### src/rtl/mem_access.sv
// ============================================================================
// Module   : mem_access
// Brief    : MEM stage - byte/word loads and stores over a req/ack data bus.
// Revision : 1.0 - initial release
// ============================================================================
`default_nettype none

module mem_access #(
   parameter logic [7:0] LB_OP  = 8'b11100000,
   parameter logic [7:0] LBU_OP = 8'b11100100,
   parameter logic [7:0] LW_OP  = 8'b11100011,
   parameter logic [7:0] SB_OP  = 8'b11101000,
   parameter logic [7:0] SW_OP  = 8'b11101011
) (
   input  logic        clk,
   input  logic        rst,
   input  logic        ex_valid_i,
   input  logic [7:0]  ex_aluop_i,
   input  logic [31:0] ex_mem_addr_i,
   input  logic [31:0] ex_reg2_i,
   input  logic [4:0]  ex_wd_i,
   input  logic        ex_wreg_i,
   input  logic [31:0] ex_wdata_i,
   output logic        stallreq_o,
   output logic        dbus_req_o,
   output logic        dbus_we_o,
   output logic [31:0] dbus_addr_o,
   output logic [3:0]  dbus_sel_o,
   output logic [31:0] dbus_wdata_o,
   input  logic        dbus_ack_i,
   input  logic [31:0] dbus_rdata_i,
   output logic        wb_valid_o,
   output logic [4:0]  wb_wd_o,
   output logic        wb_wreg_o,
   output logic [31:0] wb_wdata_o,
   output logic        addr_err_o
);

   typedef enum logic [0:0] {
      S_IDLE = 1'b0,
      S_BUS  = 1'b1
   } state_t;

   state_t      r_state, w_state_nxt;
   logic        r_we, w_we_nxt;
   logic [31:0] r_addr, w_addr_nxt;
   logic [3:0]  r_sel, w_sel_nxt;
   logic [31:0] r_wdata, w_wdata_nxt;
   logic [7:0]  r_op, w_op_nxt;
   logic [1:0]  r_lane, w_lane_nxt;
   logic [4:0]  r_bus_wd, w_bus_wd_nxt;
   logic        r_wb_valid, w_wb_valid_nxt;
   logic [4:0]  r_wb_wd, w_wb_wd_nxt;
   logic        r_wb_wreg, w_wb_wreg_nxt;
   logic [31:0] r_wb_wdata, w_wb_wdata_nxt;
   logic        r_addr_err, w_addr_err_nxt;

   logic        w_is_load, w_is_store, w_is_word, w_misalign;
   logic        w_r_is_load;
   logic [7:0]  w_byte;
   logic [31:0] w_load_data;

   assign w_is_load  = (ex_aluop_i == LB_OP) || (ex_aluop_i == LBU_OP) || (ex_aluop_i == LW_OP);
   assign w_is_store = (ex_aluop_i == SB_OP) || (ex_aluop_i == SW_OP);
   assign w_is_word  = (ex_aluop_i == LW_OP) || (ex_aluop_i == SW_OP);
   assign w_misalign = w_is_word && (ex_mem_addr_i[1:0] != 2'b00);

   assign w_r_is_load = (r_op == LB_OP) || (r_op == LBU_OP) || (r_op == LW_OP);

   // Big-endian lanes: lane 0 is the most significant byte of the bus word.
   always_comb begin
      w_byte = 8'h00;
      case (r_lane)
         2'd0:    w_byte = dbus_rdata_i[31:24];
         2'd1:    w_byte = dbus_rdata_i[23:16];
         2'd2:    w_byte = dbus_rdata_i[15:8];
         default: w_byte = dbus_rdata_i[7:0];
      endcase
   end

   always_comb begin
      w_load_data = dbus_rdata_i;
      if (r_op == LB_OP)
         w_load_data = {{24{w_byte[7]}}, w_byte};
      else if (r_op == LBU_OP)
         w_load_data = {24'h000000, w_byte};
   end

   always_comb begin
      w_state_nxt    = r_state;
      w_we_nxt       = r_we;
      w_addr_nxt     = r_addr;
      w_sel_nxt      = r_sel;
      w_wdata_nxt    = r_wdata;
      w_op_nxt       = r_op;
      w_lane_nxt     = r_lane;
      w_bus_wd_nxt   = r_bus_wd;
      w_wb_valid_nxt = 1'b0;
      w_wb_wd_nxt    = r_wb_wd;
      w_wb_wreg_nxt  = 1'b0;
      w_wb_wdata_nxt = r_wb_wdata;
      w_addr_err_nxt = 1'b0;

      case (r_state)
         S_IDLE: begin
            if (ex_valid_i) begin
               if (w_misalign) begin
                  w_wb_valid_nxt = 1'b1;
                  w_addr_err_nxt = 1'b1;
               end else if (w_is_load || w_is_store) begin
                  w_state_nxt  = S_BUS;
                  w_we_nxt     = w_is_store;
                  w_addr_nxt   = {ex_mem_addr_i[31:2], 2'b00};
                  w_sel_nxt    = w_is_word ? 4'b1111 : (4'b1000 >> ex_mem_addr_i[1:0]);
                  w_op_nxt     = ex_aluop_i;
                  w_lane_nxt   = ex_mem_addr_i[1:0];
                  w_bus_wd_nxt = ex_wd_i;
                  if (ex_aluop_i == SW_OP)
                     w_wdata_nxt = ex_reg2_i;
                  else if (ex_aluop_i == SB_OP)
                     w_wdata_nxt = {4{ex_reg2_i[7:0]}};
                  else
                     w_wdata_nxt = 32'h0;
               end else begin
                  w_wb_valid_nxt = 1'b1;
                  w_wb_wd_nxt    = ex_wd_i;
                  w_wb_wreg_nxt  = ex_wreg_i;
                  w_wb_wdata_nxt = ex_wdata_i;
               end
            end
         end
         S_BUS: begin
            if (dbus_ack_i) begin
               w_state_nxt    = S_IDLE;
               w_wb_valid_nxt = 1'b1;
               if (w_r_is_load) begin
                  w_wb_wreg_nxt  = 1'b1;
                  w_wb_wd_nxt    = r_bus_wd;
                  w_wb_wdata_nxt = w_load_data;
               end
            end
         end
         default: w_state_nxt = S_IDLE;
      endcase
   end

   always_ff @(posedge clk or posedge rst) begin
      if (rst) begin
         r_state    <= S_IDLE;
         r_we       <= 1'b0;
         r_addr     <= 32'h0;
         r_sel      <= 4'h0;
         r_wdata    <= 32'h0;
         r_op       <= 8'h0;
         r_lane     <= 2'd0;
         r_bus_wd   <= 5'd0;
         r_wb_valid <= 1'b0;
         r_wb_wd    <= 5'd0;
         r_wb_wreg  <= 1'b0;
         r_wb_wdata <= 32'h0;
         r_addr_err <= 1'b0;
      end else begin
         r_state    <= w_state_nxt;
         r_we       <= w_we_nxt;
         r_addr     <= w_addr_nxt;
         r_sel      <= w_sel_nxt;
         r_wdata    <= w_wdata_nxt;
         r_op       <= w_op_nxt;
         r_lane     <= w_lane_nxt;
         r_bus_wd   <= w_bus_wd_nxt;
         r_wb_valid <= w_wb_valid_nxt;
         r_wb_wd    <= w_wb_wd_nxt;
         r_wb_wreg  <= w_wb_wreg_nxt;
         r_wb_wdata <= w_wb_wdata_nxt;
         r_addr_err <= w_addr_err_nxt;
      end
   end

   // Request and stall are pure state decodes so reset drops them at once.
   assign stallreq_o   = (r_state == S_BUS);
   assign dbus_req_o   = (r_state == S_BUS);
   assign dbus_we_o    = r_we;
   assign dbus_addr_o  = r_addr;
   assign dbus_sel_o   = r_sel;
   assign dbus_wdata_o = r_wdata;
   assign wb_valid_o   = r_wb_valid;
   assign wb_wd_o      = r_wb_wd;
   assign wb_wreg_o    = r_wb_wreg;
   assign wb_wdata_o   = r_wb_wdata;
   assign addr_err_o   = r_addr_err;

endmodule

`default_nettype wire

### config.mk
export PLATFORM = sky130hd
export DESIGN_NAME = mem_access
export DESIGN_NICKNAME = d
export VERILOG_FILES = /design/src/rtl/mem_access.sv
export SDC_FILE = /design/constraint.sdc
export NUM_CORES = 1
export LEC_CHECK = 0
export CAP_MARGIN = 25
export CORE_MARGIN = 5
export CORE_UTILIZATION = 39
export DETAILED_ROUTE_END_ITERATION = 10
export GPL_ROUTABILITY_DRIVEN = 0
export GPL_TIMING_DRIVEN = 0
export MAX_ROUTING_LAYER = met4
export PLACE_DENSITY = 0.78
export SLEW_MARGIN = 20
export SYNTH_ARGS = -nofsm -noshare
export SYNTH_HDL_FRONTEND = slang
export SYNTH_SLANG_ARGS = --single-unit
### constraint.sdc
create_clock -name clk -period 7.2 [get_ports clk]
set_input_delay 1.08 -clock clk [delete_from_list [all_inputs] [get_ports clk]]
set_output_delay 1.08 -clock clk [all_outputs]
set_load 0.05 [all_outputs]
# Word-level counts from Yosys, hierarchy flattened
# Cells that the tools add are included.
dict set report totals {
  latchBits 0
  mem_bits_rw 0
  out_inout_bits 111
  rom_bits 0
  regBits 123
  n_memories 0
}
dict set report classes {
  div_mod_pow 0
  n_lt_le_gt_ge 0
  n_eq_ne 15
  addsub 0
  muxes 37
  n_reduce_logical 12
  n_bitwise 2
  shifts 1
  mul 0
}
# op count
set ops {}
lappend ops {{$mux 32} 9}
lappend ops {{$eq 8x8->1 const B} 8}
lappend ops {{$pmux 32 s2} 1}
lappend ops {{$mux 5} 5}
lappend ops {{$pmux 8 s3} 1}
lappend ops {{$mux 1} 16}
lappend ops {{$pmux 5 s2} 1}
lappend ops {{$ne 2x2->1 const B} 4}
lappend ops {{$logic_or 1x1->1} 7}
lappend ops {{$pmux 1 s2} 3}
lappend ops {{$reduce_and 5->1} 1}
lappend ops {{$mux 4} 1}
lappend ops {{$reduce_and 4->1} 1}
lappend ops {{$shr 4x2->4 const A} 1}
lappend ops {{$eq 2x1->1 const B} 1}
lappend ops {{$eq 2x2->1 const B} 1}
lappend ops {{$logic_not 2->1} 1}
lappend ops {{$ne 2x1->1 const B} 1}
lappend ops {{$not 1->1} 2}
lappend ops {{$reduce_bool 2->1} 1}
lappend ops {{$logic_and 1x1->1} 1}

# Depth between registers and ports, before layout
# Gate-level depths: netlist of run 1.
dict set report depth {
  ltp_word 8
  ltp_mapped 8
  ltp_nobuf 5
}

# Worst setup path after synthesis of run 1
# OpenSTA, ideal clock, no wires.
dict set report synth_path {
  path_type {input to register}
  startpoint {input port ex_aluop_i[3]}
  endpoint {register r_wb_wdata[29], in the netlist wb_wdata_o[29]}
  t_arrival_ps 2668
  setup_time_ps 125
  n_path_buf 2
  cell_stages 6
  required_time_ps 7075
  slack_ps 4407
  cell_sequence {clkbuf_1 o22ai_1 a21o_1 nand2_1 clkbuf_1 mux2_2}
}
dict set report synth_via {
  elab_chain_cells 6
}
# item line
set synth_lines {}
lappend synth_lines {{start, declared} 18} ;# input logic [7:0] ex_aluop_i,
lappend synth_lines {{$eq 8x8->1} 63} ;# assign w_is_load = (ex_aluop_i == LB_OP) || (ex_aluop_i == LBU_OP) || (ex_aluop_i == LW_OP);
lappend synth_lines {{$logic_or 1x1->1 (2 in a row)} 63}
lappend synth_lines {{$logic_or 1x1->1} 110} ;# end else if (w_is_load || w_is_store) begin
lappend synth_lines {{$ne 2x2->1 (no line)} -}
lappend synth_lines {{$reduce_and 5->1 (no line) *} -}
lappend synth_lines {{end signal, assigned} 174} ;# r_wb_wdata <= w_wb_wdata_nxt;
lappend synth_lines {{end, declared} 55} ;# logic [31:0] r_wb_wdata, w_wb_wdata_nxt;
# Mark *: on every way between the ends. The rest lies on a longest branch, timed or not.
# A chain may end at the register's enable or synchronous reset.

# Final worst setup path of run 1
dict set report layout_path {
  startpoint {input port ex_aluop_i[0]}
  endpoint {register r_lane[1]}
}
dict set report layout_via {
  elab_chain_cells 5
}
# item line
set layout_lines {}
lappend layout_lines {{$eq 8x8->1, on equally long branches} {63, 65, 64}}
lappend layout_lines {{$logic_or 1x1->1, on equally long branches} {63, 65}}
lappend layout_lines {{$logic_or 1x1->1 or $logic_and 1x1->1 (tied branches)} {63, 66}}
lappend layout_lines {{$logic_or 1x1->1 or $not 1->1 (tied branches)} -}
lappend layout_lines {{$reduce_and 4->1 (no line) *} -}
lappend layout_lines {{end signal, assigned} 169} ;# r_lane <= w_lane_nxt;
lappend layout_lines {{end, declared} 50} ;# logic [1:0] r_lane, w_lane_nxt;
# Marks and branches as above.

==> results of run 1 <==
-- state kept, by name, summed over array words and instances, names as in the netlist --
register	cells
dbus_addr_o	30
wb_wreg_o	1
dbus_req_o	1
dbus_we_o	1
wb_valid_o	1
r_lane	2
r_op	8
addr_err_o	1
wb_wd_o	5
r_bus_wd	5
wb_wdata_o	32
dbus_sel_o	4
dbus_wdata_o	32
-- metrics by stage --
step	area, um^2	utilization, %	std cells	hold slack [ns]
2_1_floorplan	5700	-	532	0.435
3_3_place_gp	8470	58.7	970	0.450
3_5_place_dp	8510	59.0	971	0.454
4_1_cts	9090	63.1	1003	0.469
5_1_grt	9110	63.1	1003	0.496
6_report	9110	63.1	1003	0.463
-- routing by layer --
metal / track usage (%) / vias to the layer above / part of all wire (%)
met5: - / - / 0
met1: 26.7 / 2523 / 39
met2: 36.4 / 239 / 49
li1: - / 2381 / -
met4: 9.07 / 0 / 2.6
met3: 7.97 / 37 / 9.6
-- Yosys cell counts (2+ instances only) --
master,number,area [um^2]
nor3b_1,2,15.0
inv_1,14,52.6
buf_6,2,22.5
clkbuf_1,26,97.6
nor2_1,37,139
buf_1,2,7.51
dfrtp_1,123,3080
buf_2,3,15.0
mux2_2,61,687
o221ai_1,7,61.3
o21ai_0,42,210
nand2_1,75,282
buf_4,3,22.5
nand3_1,9,45.0
mux2i_1,8,80.1
mux2_1,20,225
a21oi_2,20,175
nor4_1,2,12.5
nand3b_1,2,15.0
and2_1,9,56.3
a21oi_1,39,195
nand2b_1,4,25.0
-- power groups by stage --
stage / registers [mW] / clock network, mW / logic [mW]
CTS: 0.804 / 0.861 / 0.607
detailed placement: 0.815 / 0 / 0.605
global route: 0.813 / 0.896 / 0.633
finish: 0.804 / 0.845 / 0.603
global placement: 0.811 / 0 / 0.596
floorplan: 1.02 / 0 / 0.135
-- worst max-delay path: stages --
cell and delay, ns:
clkdlybuf4s50_1 0.61, or2_2 0.21, a21oi_1 0.07, o21ai_1 0.60
clkbuf_1 0.55, clkbuf_1 0.46, o21ai_0 0.17
-- kinds of logic (layout without fill, tap and decap cells) --
kind of cell	count (synthesis)	after routing
AO/OA/AOI/OAI	117	117
XOR/XNOR	2	2
buffers and inverters	50	337
flip-flops	123	123
multiplexers	89	89
other	1	2
AND/OR/NAND/NOR	149	149
-- path summary, 6_finish.rpt --
path	start	endpoint	slack (ns)	cells past startpoint
min reg2reg	r_op[5]	r_op[5]	0.46	1
min in group asynchronous	rst	dbus_req_o	1.13	2
max reg2reg	dbus_req_o	r_lane[1]	4.45	7
min	r_op[5]	r_op[5]	0.46	1
max in group asynchronous	rst	dbus_wdata_o[31]	5.35	3
max	ex_aluop_i[0]	r_lane[1]	3.72	7
-- final cells by class --
type | instances | area [um^2] | share of cell area [%]
repair buffers | 255 | 2570 | 28.2
clock buffers | 22 | 474 | 5.21
clock inverters | 10 | 115 | 1.26
multi-input cells | 359 | 2420 | 26.5
plain buffers | 36 | 165 | 1.81
flip-flops and latches | 123 | 3080 | 33.8
inverters | 14 | 57.6 | 0.632
well taps | 184 | 230 | 2.53
==> impl_metrics.json, run 1 <==
{
  "final_common_cell": "clkdlybuf4s50_1",
  "yosysUniqueCellTypes": 43,
  "status": "complete, no violations",
  "ant_nets": 0,
  "antenna_found_initial": 0,
  "power_mw": 2.25,
  "synth_fa_ha_area_share_pct": 0,
  "slew_headroom_pct": 49.0,
  "rsz0062_at_grt": "no",
  "path_class": "in -> reg",
  "yosys.area_share.simple_pct": 11.6,
  "grt_use_total_pct": 22.9,
  "syn-instance-count": 531,
  "vdd_drop_max_uv": 147,
  "drv_cap": 0,
  "avgSynthCellArea_um2": 10.7,
  "cp.required_ns": 7.46,
  "grt_pass1_vias": 5630,
  "antenna_cells": 0,
  "cts_max_level": 4,
  "wl_per_cell_um": 18.9,
  "worstMarginPinSlew_ns": 0.760,
  "coreArea_um2": 14400,
  "pre_cts_ws_ns": 3.21,
  "netlist_area_um2": 5700,
  "synth_seq_cells": 123,
  "area_delta_synth_final_pct": 59.9,
  "start_util_pct": 39.5,
  "final_nets": 952,
  "ys_seq_area_share_pct": 54.0,
  "power_frac_seq_pct": 35.7,
  "root_buffer": "clkbuf_16",
  "post_cts_buffers": 0,
  "dp_hpwl_um": 14600,
  "p_leak_nw": 3.90,
  "cts_buffers": 17,
  "fin_ws_ns": 3.72,
  "synth_top_family_by_area": "multiplexers",
  "finalSetupViolations": 0,
  "arrival_ns": 3.75,
  "grt.overflow.total": 0,
  "finalSetupTns_ns": 0,
  "cts_tree": "yes",
  "fillCellCount": 1152,
  "async_flop_share_pct": 100,
  "postCtsHoldBufs": 0,
  "final_cell_mix": "clkdlybuf4s50_1, dfrtp_1, nand2_1, mux2_2, o21ai_0",
  "p_sw_mw": 0.704,
  "sw_frac_of_total_pct": 31.3,
  "port_buffers": 254,
  "clkTransAtPathRegs_ns": 0.05,
  "powerDensity_nw_per_um2": 247,
  "clkLatencyLatePin_ns": 0.41,
  "skew_ns": 0.00853,
  "drt-initial-drc-count": 197,
  "timing.final.crit_share_pct": 48.4,
  "finalHoldViolations": 0,
  "synth_compound_area_share_pct": 12.7,
  "postCtsResizedCells": 0,
  "grt_start_max_net_pins": 64,
  "power_frac_comb_pct": 26.8,
  "hold_path_class": "reg -> reg",
  "ys.flop_type": "dfrtp_1",
  "vias": 5180,
  "grt_pass1_wl_um": 29200,
  "synth_warnings": 0,
  "synth.area.mux_share_pct": 17.4,
  "die_area_um2": 17100,
  "drive_above_1_share_pct": 15.5,
  "die_height_um": 131,
  "clockBufferDepth": 2,
  "ios": 257,
  "drc": 0,
  "intPower_mw": 1.55,
  "fin_crit_ns": 3.48,
  "wirelength_um": 18900,
  "final_max_slew_viol_count": 0,
  "drtPass1Iterations": 5,
  "rows": 44,
  "synth-edff-count": 0,
  "critPathCaptureType": "flip-flop",
  "crit_path_max_fanout": 10,
  "synthXorXnorAreaFrac_pct": 0.307,
  "fmax_mhz": 287,
  "start_kind": "input port",
  "clock_sinks": 123,
  "die_x_um": 131,
  "clock_power_share_pct": 37.5,
  "vias_per_cell": 5.16
}
No activity file was read; power rests on OpenSTA's default activity.
==> run 2: changes to the inputs <==
Clock period 7.2 ns to 3.3 ns, I/O delays scaled along.
==> run 2 against run 1 <==
Effect of this change:
- hold slack improved by 0.016 ns
- clock power up 120%
- utilization rose by 0.20 points
- via count down 1.5%
- non-clock buffer count up 4
- clock skew is 0.0024 ns lower
- critical path type unchanged
==> impl_metrics.json, run 2 (same netlist as run 1, synthesis figures left out) <==
{
  "status": "complete, no violations",
  "grt_start_max_net_pins": 34,
  "clkTransAtPathRegs_ns": 0.06,
  "timing.critical_path.mode_cell": "clkbuf_1",
  "p_leak_nw": 3.92,
  "crit_chain": "clkdlybuf4s50_1 -> nand4bb_1 -> a21oi_1 -> o21ai_1 -> clkbuf_1 -> clkbuf_1 -> o21ai_0",
  "timing.final.crit_share_pct": 88.4,
  "fmax_mhz": 343,
  "rsz0062_at_grt": "no",
  "drt-initial-drc-count": 197,
  "path_class": "in -> reg",
  "postCtsResizedCells": 0,
  "antenna_cells": 0,
  "grt_pass1_wl_um": 29300,
  "clockBufferDepth": 2,
  "cpLargestDelayFamily": "buffers and inverters",
  "clock_sinks": 123,
  "crit_path_max_fanout": 10,
  "final_area_um2": 9140,
  "final_common_cell": "clkdlybuf4s50_1",
  "hold_path_class": "reg -> reg",
  "rr_worst_depth": 7,
  "die_area_um2": 17100,
  "finalHoldViolations": 0,
  "vdd_drop_max_uv": 409,
  "wirelength_um": 19300,
  "drive_above_1_share_pct": 15.7,
  "port_buffers": 254,
  "vias_per_cell": 5.06,
  "whs_ns": 0.479,
  "area_delta_synth_final_pct": 60.4,
  "post_cts_buffers": 0,
  "power_frac_comb_pct": 26.8,
  "dp_hpwl_um": 15200,
  "placed_area_um2": 8550,
  "final_nets": 956,
  "arrival_ns": 3.17,
  "skew_ns": 0.00610,
  "finalSetupViolations": 0,
  "wl_per_cell_um": 19.1,
  "clkLatencyLatePin_ns": 0.41,
  "rows": 44,
  "place_inst": 975,
  "final_cell_mix": "clkdlybuf4s50_1, dfrtp_1, nand2_1, mux2_2, o21ai_0",
  "grt_use_total_pct": 22.9,
  "cp_num_buf_inv": 3,
  "final_max_slew_viol_count": 0,
  "finalNonFillerCells": 1007,
  "cp.required_ns": 3.55,
  "grt_use_met3_pct": 8.90,
  "antenna_found_initial": 0,
  "powerDensity_nw_per_um2": 539,
  "r2r-start": "dbus_req_o",
  "met1_usage_pct": 26.3,
  "cts_tree": "yes",
  "ant_nets": 0,
  "cts_buffers": 17,
  "root_buffer": "clkbuf_16",
  "grtUsageMet2_pct": 38.0,
  "intPower_mw": 3.38,
  "postCtsHoldBufs": 0,
  "coreArea_um2": 14400,
  "die_x_um": 131,
  "fillCellCount": 1188,
  "worst-path-stages": 7,
  "grt_most_used_layer": "met2",
  "grt_pass1_vias": 5520,
  "drc": 0,
  "max_stage_delay_ns": 0.62,
  "min_path_cells": 2,
  "drv_cap": 0,
  "clock_power_share_pct": 37.5,
  "vias": 5100,
  "critPathCaptureType": "flip-flop",
  "die_height_um": 131,
  "slowest_stage": "o21ai_1",
  "sw_frac_of_total_pct": 31.4,
  "fin_crit_ns": 2.92,
  "power_frac_seq_pct": 35.7,
  "cp-startpoint": "ex_mem_addr_i[0]",
  "worstMarginPinSlew_ns": 0.780,
  "slew_headroom_pct": 47.6,
  "cts_max_level": 4,
  "start_util_pct": 39.5,
  "grt.overflow.total": 0,
  "min_from": "dbus_wdata_o[4]",
  "start_kind": "input port",
  "p_sw_mw": 1.55,
  "drtPass1Iterations": 4,
  "ios": 257
}
[run 2: cell types whose count changed in the layout (fill, tap and decap cells not counted)]
cell and change:
inv_6 -1, buf_16 -1, buf_2 +2, nor4_1 +2, buf_12 +3, clkinvlp_4 +1
nor4_2 -2
[run 2: through the flow]
| stage | utilization [%] | power (mW) | setup WS, ns | setup TNS (ns) |
|---|---|---|---|---|
| global placement | 58.8 | 3.07 | -0.0488 | -0.0554 |
| CTS | 63.3 | 4.96 | 0.389 | 0 |
| detailed placement | 59.3 | 3.11 | -0.0291 | -0.0321 |
| finish | 63.3 | 4.93 | 0.383 | 0 |
| global route | 63.3 | 5.09 | 0.226 | 0 |
| floorplan | - | 2.53 | 1.08 | 0 |
[run 2: power groups by stage]
stage	registers [mW]	logic (mW)	clock network, mW
4_1_cts	1.76	1.33	1.87
3_5_place_dp	1.78	1.33	0
2_1_floorplan	2.23	0.296	0
5_1_grt	1.78	1.39	1.93
6_report	1.76	1.32	1.85
3_3_place_gp	1.77	1.30	0
[run 2: final timing paths]
| kind | to | slack [ns] |
|---|---|---|
| min reg2reg | dbus_wdata_o[4] | 0.48 |
| max in group asynchronous | dbus_wdata_o[17] | 1.91 |
| min | dbus_wdata_o[4] | 0.48 |
| max reg2reg | dbus_req_o | 0.45 |
| max | dbus_req_o | 0.38 |
| min in group asynchronous | dbus_wdata_o[11] | 0.56 |
[run 2: final cells by class]
| class | instances | area [um^2] | share of cell area, % |
|---|---|---|---|
| flip-flops and latches | 123 | 3080 | 33.7 |
| repair buffers | 259 | 2610 | 28.6 |
| multi-input cells | 359 | 2400 | 26.3 |
| clock buffers | 22 | 474 | 5.19 |
| well taps | 184 | 230 | 2.52 |
| plain buffers | 36 | 165 | 1.81 |
| clock inverters | 10 | 115 | 1.26 |
| inverters | 14 | 56.3 | 0.616 |
[run 2: layer usage]
layer | vias up | part of all wire [%]
met5 | - | 0
met4 | 0 | 1.3
met3 | 18 | 9.8
met2 | 220 | 50
met1 | 2478 | 39
li1 | 2384 | -
[run 2: worst reg2reg max path, cell delays in order (launching register included)]
cell and delay, ns:
dfrtp_1 0.44, clkbuf_1 0.27, nand2b_1 0.24, nor2_1 0.10
o21ai_1 0.44, clkbuf_1 0.56, clkbuf_1 0.48, o21ai_0 0.17
==> run 3: changes to the inputs <==
Settings changed: CORE_UTILIZATION 39 to 38, PLACE_DENSITY 0.78 to 0.79, SKIP_CTS_REPAIR_TIMING from default to 1.
Clock period 3.3 ns to 2.59 ns, I/O delays scaled along.
==> run 3 against run 2 <==
Effect of this change:
- clock power grew 25%
- critical endpoint is now wb_wdata_o[22]
- routed wire length fell by 3.0%
- die area rose by 2.4%
- first-iteration DRC count rose by 18%
- register-to-register slack got worse by 0.25 ns
- non-clock buffer count is 1 lower
- sequential power increased by 27%
- sequential share of layout area about the same
- design area is 0.11% higher
==> impl_metrics.json, run 3 (same netlist as run 1, synthesis figures left out) <==
{
  "clkLatencyLatePin_ns": 0.41,
  "path_class": "in -> reg",
  "timing.final.crit_share_pct": 93.9,
  "clockBufferDepth": 2,
  "seq_area_um2": 3080,
  "area_delta_synth_final_pct": 60.6,
  "fin_ws_ns": 0.158,
  "status": "complete, no violations",
  "final_cell_mix": "clkdlybuf4s50_1, dfrtp_1, nand2_1, mux2_2, o21ai_0",
  "r2r-start": "r_op[1]",
  "grt_pass1_vias": 5351,
  "final_max_slew_viol_count": 0,
  "clkTransAtPathRegs_ns": 0.06,
  "cts_max_level": 4,
  "drtPass1Iterations": 4,
  "intPower_mw": 4.27,
  "fmax_mhz": 411,
  "drc": 0,
  "drive_above_1_share_pct": 16.7,
  "dp_hpwl_um": 14800,
  "final_common_cell": "clkdlybuf4s50_1",
  "grt.overflow.total": 0,
  "finalSetupViolations": 0,
  "wirelength_um": 18700,
  "crit_path_max_fanout": 10,
  "max_stage_delay_ns": 0.48,
  "fillCellCount": 1208,
  "start_kind": "input port",
  "pre_cts_ws_ns": -0.716,
  "cp-startpoint": "ex_aluop_i[3]",
  "port_buffers": 254,
  "rr_worst_depth": 7,
  "coreArea_um2": 14600,
  "cpLargestDelayFamily": "buffers and inverters",
  "start_util_pct": 38.9,
  "ios": 257,
  "cp_num_buf_inv": 3,
  "p_sw_mw": 1.96,
  "drt-initial-drc-count": 233,
  "clock_power_share_pct": 37.2,
  "grt_use_total_pct": 21.8,
  "die_area_um2": 17500,
  "wl_per_cell_um": 18.6,
  "cts_buffers": 17,
  "skew_ns": 0.00679,
  "ff2ff_setup_slack_ns": 0.20,
  "rows": 44,
  "drv_cap": 0,
  "rsz0062_at_grt": "no",
  "vdd_drop_max_uv": 388,
  "root_buffer": "clkbuf_16",
  "finalSetupTns_ns": 0,
  "die_x_um": 132,
  "worstMarginPinSlew_ns": 0.753,
  "power_frac_comb_pct": 27.0,
  "arrival_ns": 2.72,
  "die_height_um": 132,
  "power_frac_seq_pct": 35.8,
  "cp.required_ns": 2.87,
  "antenna_found_initial": 0,
  "ant_nets": 0,
  "slew_headroom_pct": 49.4,
  "powerDensity_nw_per_um2": 680,
  "finalHoldViolations": 0,
  "vias": 5072,
  "vias_per_cell": 5.05,
  "r2r-end": "wb_wdata_o[14]",
  "grt_pass1_wl_um": 29100,
  "cts_tree": "yes",
  "hold_path_class": "in -> async",
  "multi_input_area_um2": 2430,
  "p_leak_nw": 3.92,
  "clock_sinks": 123,
  "grt_start_max_net_pins": 34,
  "sw_frac_of_total_pct": 31.4,
  "fin_crit_ns": 2.43,
  "slowest_stage": "clkdlybuf4s50_1",
  "antenna_cells": 0,
  "crit_chain": "clkdlybuf4s50_1 -> clkbuf_1 -> o22ai_1 -> a21o_1 -> nand2_2 -> clkbuf_2 -> mux2_1",
  "final_nets": 955,
  "critPathCaptureType": "flip-flop"
}
run 3: area by class of cell:
type	count	area share, %
Sequential cell	123	33.7
Timing Repair Buffer	258	28.5
Inverter	14	0.616
Multi-Input combinational cell	359	26.5
Clock buffer	19	4.95
Tap cell	184	2.52
Buffer	36	1.89
Clock inverter	11	1.34
run 3: power by group through the flow:
stage          combinational, mW  sequential, mW  clock, mW
5_1_grt                     1.77            2.25       2.44
6_report                    1.68            2.23       2.31
3_3_place_gp                1.66            2.25          0
2_1_floorplan              0.377            2.84          0
3_5_place_dp                1.69            2.26          0
4_1_cts                     1.69            2.23       2.35
run 3: worst max-delay path by stage:
stage                       end  cells past startpoint
6_report         wb_wdata_o[22]                      7
5_1_grt          wb_wdata_o[22]                      7
4_1_cts        dbus_wdata_o[26]                      8
3_5_place_dp   dbus_wdata_o[23]                      8
3_3_place_gp   dbus_wdata_o[22]                      8
2_1_floorplan        dbus_req_o                      7
run 3: per-stage QoR:
stage	std cells	util [%]	hold WS [ns]	power, mW	cell area (um^2)
after floorplan	532	-	0.435	3.22	5700
after global placement	970	57.9	0.450	3.91	8480
after detailed placement	974	58.4	0.455	3.95	8550
after CTS	1004	62.3	0.431	6.27	9120
after global routing	1004	62.5	0.478	6.46	9150
final	1004	62.5	0.429	6.22	9150
run 3: worst register-to-register path, cell delays in order (launching register included):
cell and delay [ns]:
dfrtp_1 0.40, or4b_4 0.56, or2_0 0.21, buf_2 0.18, o41a_4 0.53, buf_6 0.18
a21oi_2 0.14, mux2_1 0.14
run 3: routing by layer:
layer / up-vias / global-route usage (%) / wire length, um
met5: - / - / 0
li1: 2385 / - / -
met2: 221 / 35.2 / 8900
met3: 21 / 7.90 / 1730
met4: 0 / 6.58 / 270
met1: 2445 / 25.7 / 7780
